**src/rtl/r2_column_gen.sv**
```systemverilog
// r2_column_gen: turns a raster pixel stream into 5-tall column slices for a 5x5 window.
// Ports: clk, rst (async active-low); clear_i frame restart; valid_i/data_i pixel in;
//        S1..S5 column slice (oldest..current row); valid_o full column; last_o final
//        column of frame; col_o/row_o position of the slice.
module r2_column_gen #(
  parameter int COLS = 7,
  parameter int ROWS = 7
) (
  input  logic       clk,
  input  logic       rst,
  input  logic       clear_i,
  input  logic       valid_i,
  input  logic [7:0] data_i,
  output logic [7:0] S1,
  output logic [7:0] S2,
  output logic [7:0] S3,
  output logic [7:0] S4,
  output logic [7:0] S5,
  output logic       valid_o,
  output logic       last_o,
  output logic [9:0] col_o,
  output logic [9:0] row_o
);
  localparam int AW = $clog2(COLS);
  logic [7:0] lb0 [COLS];
  logic [7:0] lb1 [COLS];
  logic [7:0] lb2 [COLS];
  logic [7:0] lb3 [COLS];
  logic [9:0] col, row;
  logic [AW-1:0] ci;
  logic acc, col_end, row_end;
  assign acc = valid_i & ~clear_i;
  assign ci = col[AW-1:0];
  assign col_end = col == 10'(COLS - 1);
  assign row_end = row == 10'(ROWS - 1);
  // Line buffers are deliberately not reset; rows 0..3 refill them before any valid slice.
  always_ff @(posedge clk)
    if (acc) begin
      lb3[ci] <= lb2[ci];
      lb2[ci] <= lb1[ci];
      lb1[ci] <= lb0[ci];
      lb0[ci] <= data_i;
    end
  always_ff @(posedge clk or negedge rst)
    if (!rst) begin
      {S1, S2, S3, S4, S5} <= '0;
      {valid_o, last_o} <= '0;
      {col_o, row_o, col, row} <= '0;
    end else if (clear_i) begin
      {col, row} <= '0;
      {valid_o, last_o} <= '0;
    end else if (valid_i) begin
      S5 <= data_i;
      S4 <= lb0[ci];
      S3 <= lb1[ci];
      S2 <= lb2[ci];
      S1 <= lb3[ci];
      col_o <= col;
      row_o <= row;
      valid_o <= row >= 10'd4;
      last_o <= row_end & col_end;
      col <= col_end ? '0 : col + 10'd1;
      row <= col_end ? (row_end ? '0 : row + 10'd1) : row;
    end else begin
      {valid_o, last_o} <= '0;
    end
endmodule

```
**config.mk**
```make
export PLATFORM = sky130hd
export DESIGN_NAME = r2_column_gen
export DESIGN_NICKNAME = d
export VERILOG_FILES = /design/src/rtl/r2_column_gen.sv
export SDC_FILE = /design/constraint.sdc
export NUM_CORES = 1
export LEC_CHECK = 0
export CORE_UTILIZATION = 55
export CTS_BUF_LIST = sky130_fd_sc_hd__clkbuf_8
export DETAILED_ROUTE_END_ITERATION = 16
export PLACE_DENSITY_LB_ADDON = 0.08
export SYNTH_ARGS = -nofsm -noshare
export SYNTH_HDL_FRONTEND = slang
export SYNTH_SLANG_ARGS = --single-unit
```
**constraint.sdc**
```tcl
create_clock -name clk -period 4.7 [get_ports clk]
set_input_delay 0.705 -clock clk [delete_from_list [all_inputs] [get_ports clk]]
set_output_delay 0.705 -clock clk [all_outputs]
set_load 0.01 [all_outputs]
```
Word level (Yosys, flattened, before mapping)

Memories as Yosys holds them, arrays and structs flattened. A register that Yosys moved wholly into a read port is not among the register bits.
Index checks and enable logic that the tools add are counted.
Widths: inputs -> output; s select.

Equal/unequal tests: 2
Add/subtract/negate cells: 2
Divide/modulo/power cells: 0
Bitwise gates (word level): 3
Mux-type cells: 13
Multiply operators: 0
Shift-type cells: 0
Order comparisons: 1
Reduce and logical (&&, ||, !) cells: 5

Operators by type and width:

| cell                  | number |
|---|---|
| $mux 10               | 7 |
| $add 10x1->10 const B | 2 |
| $eq 10x3->1 const B   | 2 |
| $ge 10x3->1 const B   | 1 |
| $mux 1                | 6 |
| $reduce_and 2->1      | 2 |
| $reduce_bool 2->1     | 2 |
| $and 1x1->1           | 2 |
| $logic_not 1->1       | 1 |
| $not 1->1             | 1 |

Bits in writable memories: 224
Bits in latches: 0
Memories: 4
Output and inout port bits: 62
Flip-flop bits (word level): 74
Memory bits (read-only): 0
Input port bits: 12
Logic and storage cells: 40

Memory list:

| name | words | bits a word | read ports | clocked after Yosys merged registers in | write ports | RTL line | text |
|---|---|---|---|---|---|---|---|
| lb0  | 7     | 8           | 1          | 0                                       | 1           | 25       | `logic [7:0] lb0 [COLS];` |
| lb1  | 7     | 8           | 1          | 0                                       | 1           | 26       | `logic [7:0] lb1 [COLS];` |
| lb2  | 7     | 8           | 1          | 0                                       | 1           | 27       | `logic [7:0] lb2 [COLS];` |
| lb3  | 7     | 8           | 1          | 1                                       | 1           | 28       | `logic [7:0] lb3 [COLS];` |

Logic depth before layout (Yosys ltp)

Depth in word-level cells: 5
Gate-level depth with buffers: 11

Worst setup path after synthesis

OpenSTA, ideal clock, no wires.

Path kind: input to register
Start point: input port clear_i
End point: memory lb0[2][0] (enable)
Library setup time: 513 ps
Required time: 4187 ps
Path buffers: 2
Cell stages on the path: 4
Arrival: 4535 ps
Setup slack: -347 ps
Cell sequence: nand2b_1 clkbuf_1 clkbuf_1 nor4b_1

Word-level cells in the longest chain between the ends: 4

RTL lines:

| what                         | RTL line | text |
|---|---|---|
| from (decl)                  | 11       | `input logic clear_i,` |
| $not 1->1 (no line)          | --       |  |
| $and 1x1->1                  | 32       | `assign acc = valid_i & ~clear_i;` |
| $mux 1                       | 38       | `if (acc) begin` |
| $mux 1 (not written as such) | 42       | `lb0[ci] <= data_i;` |
| to (decl)                    | 25       |  |

Every way passes these cells.

Worst setup path after layout

Start point: register col[0]
End point: memory lb0[1][6] (enable)

RTL lines:

| what                   | RTL line | text |
|---|---|---|
| from (decl)            | 29       | `logic [9:0] col, row;` |
| from (signal assigned) | 62       | `col <= col_end ? '0 : col + 10'd1;` |

No word-level cell before the write port.

==> reports/results.txt <==
Layout Utilization -> 65.3%
Worst R2R Start -> col[0]$_DFFE_PN0P_
number of post-CTS setup repair buffers -> 0
Ys Warns -> 0
drt wl/cell -> 19.9 um
Yosys top cell by area -> edfxtp_1
Tmin final -> 3.04 ns
detailed-route DRC error count -> 0
CTS tree -> done
Max Buffers Root-to-Sink -> 3
CP Data Arrival Time -> 3.27 ns
worst path bufs/invs -> 2
Setup violations, final -> 0
Worst Setup End Kind -> register
die height -> 151 um
Post-synth top flop -> edfxtp_1
nets -> 872
setup TNS -> 0 ns
Worst path depth -> 3
Worst path slowest cell -> dfrtp_4
Area Overhead vs Synth -> 16.5%
Fillers -> 1564
worst setup path class -> register to register
grt ovf -> 0
Initial DRC Count -> 454
Synth top area share -> 55.2%
Skew-Pair Late Insertion Delay -> 0.55 ns
register area share after synthesis -> 72.0%
first-pass GRT wire length -> 37.1 mm
Synth cell types -> 50
Final Max Slew Viols -> 0
Post-DRT Antenna Nets -> 0
vias per cell -> 5.58
crit path from -> col[0]$_DFFE_PN0P_
status -> completed
CP Data Required Time -> 4.93 ns
EDFF count, synth -> 224
Max Clock Freq -> 0.329 GHz
Slew HR -> 29.5%
Core Region -> 0.0218 sq mm
Worst Setup Start Kind -> register
vias post-DR -> 6566
Max stage delay on crit path -> 1.12 ns
total I/O pin count -> 74
Worst Max-Slew Pin Slew -> 1.06 ns
CTS root buf -> clkbuf_8
Reg clk slew, reported paths -> 0.06 ns
Tot GR Track Use -> 21.8%
DRT Pass-1 Iters -> 5
die width -> 151 um
Worst Setup EP -> lb0[1][6]$_DFFE_PP_
cell area power density -> 407 mW/mm^2
vias in the first global route -> 6768
diode count -> 0
R2R cell count -> 3
layout cell share with drive strength beyond 1 -> 18.5%
Reg2Reg Setup Slack -> 1.66 ns
Max-Cap Viols -> 0
r2r endpoint -> lb0[1][6]$_DFFE_PP_
RSZ-0062 raised after global routing -> no
Final Cycle Share -> 64.6%
initial antenna violation count -> 0
Synth async-reset ratio -> 26.8%
HPWL after DPL -> 13.4 mm
largest net degree at the start of global routing -> 58
mapped cell area -> 0.0122 sq mm
hold slack -> 0.201 ns
FP Rows -> 54
clock skew -> 0.0228 ns
cell family with most CP delay -> flip-flops
area of the die -> 0.0228 sq mm
port buffer count -> 73
GP Congestion -> 0.877
CP max FO -> 57
# H-tree levels -> 2
Sink Count -> 306
Final Hold Fails -> 0
cts hold-fix bufs -> 0
CTS Buf Count -> 49
Syn Area/Cell -> 16.1 sq um
Yosys reg bits -> 306
Area contributors post-synth -> edfxtp_1, dfrtp_1, mux4_2
initial core utilization -> 56.0%
Hold Crit Class -> input port to asynchronous set/reset pin
total nets after synthesis -> 773
CP cell instances -> inv_1 -> nor4_4 -> buf_12
worst vdd ir -> 241 uV
Post-Syn Instances -> 756
Post-CTS Resized -> 0
leakage -> 5.07 nW
Routed WL -> 23.4 mm
==> power breakdown <==
part | total (mW) | internal [mW] | switching (mW)
Combinational | 0.533 | 0.277 | 0.256
Clock | 2.13 | 1.16 | 0.976
Sequential | 3.12 | 3.04 | 0.0779
==> synth_stat cells, types with 2 or more instances <==
cell,number
edfxtp_1,224
nand2_1,123
dfrtp_1,82
o21ai_0,53
mux2i_1,40
mux2_2,31
mux4_2,26
clkbuf_1,19
nor2_1,16
mux2_4,14
buf_2,11
nand2b_1,10
inv_1,9
a21oi_1,8
nor3_1,8
buf_4,7
nand3_1,7
mux4_1,6
nand4_1,6
ha_1,5
nor2b_1,4
nor4_1,4
a22o_1,3
o211ai_1,3
o2bb2ai_1,3
or3_1,3
xnor2_1,3
a31o_2,2
a31oi_1,2
buf_8,2
o311ai_1,2
xor2_1,2
==> per-layer routing <==
| metal | vias up | GRT usage, % | wire, um |
|---|---|---|---|
| li1 | 3040 | - | - |
| met1 | 3289 | 29.2 | 10200 |
| met2 | 193 | 36.8 | 11700 |
| met3 | 44 | 3.70 | 1110 |
| met4 | 0 | 6.70 | 451 |
| met5 | - | 0 | 0 |
==> placed cells by master, fill, tap and decap left out, drive strengths merged, types with 3 or more instances in the layout <==
master and count:
a22o 3, nor3 8, xnor2 3, inv 31, nor2 16, o211ai 3, nand2 123, nand2b 10
a21oi 8, o2bb2ai 3, nand3 7, dfrtp 82, nor2b 4, o21ai 53, buf 18, ha 5
mux2i 40, edfxtp 224, clkbuf 57, nand4 6, clkdlybuf4s50 72, mux4 32, o311ai 3, or3 3
clkinv 10, mux2 45, nor4 5
==> through the flow <==
step                      power [mW]  worst slack, ns  instances  cell area [sq um]
after floorplan                 3.45            0.794        756              12200
after global placement          3.69             1.50       1084              13200
after detailed placement        3.71             1.45       1084              13200
after CTS                       5.85             1.57       1176              14200
after global routing            6.02             1.42       1176              14200
final                           5.79             1.66       1176              14200
==> kinds of logic after synthesis <==
logic type,share of synthesized area [%]
simple gates,6.78
flops,72.0
buf+inv,2.28
mux,14.0
xor+xnor,0.359
compound gates,4.05
fa+ha+maj,0.513
==> sequential cells by signal, indices dropped and copies added (netlist names) <==
register,flops
valid_o,1
S5,8
S2,8
last_o,1
lb2,56
S4,8
S1,8
lb0,56
S3,8
lb3,56
row,10
col,10
col_o,10
row_o,10
lb1,56
==> cell type report <==
| cell class | instances | area (sq um) | share of cell area (%) |
|---|---|---|---|
| Sequential cell | 306 | 8780 | 61.9 |
| Multi-Input combinational cell | 399 | 3200 | 22.5 |
| Timing Repair Buffer | 90 | 881 | 6.20 |
| Clock buffer | 57 | 785 | 5.52 |
| Tap cell | 280 | 350 | 2.47 |
| Clock inverter | 35 | 168 | 1.18 |
| Inverter | 9 | 33.8 | 0.238 |
==> worst min-delay path by stage <==
stage	startpoint	end	depth (start not counted)
3_5_place_dp	col_o[5]$_DFFE_PN0P_	col_o[5]$_DFFE_PN0P_	2
2_1_floorplan	rst	S1[0]$_DFFE_PN0P_	0
3_3_place_gp	S5[3]$_DFFE_PN0P_	S5[3]$_DFFE_PN0P_	2
6_report	rst	S1[5]$_DFFE_PN0P_	1
5_1_grt	rst	S1[5]$_DFFE_PN0P_	1
4_1_cts	rst	S1[4]$_DFFE_PN0P_	1
No activity file was read; power rests on OpenSTA's default activity.
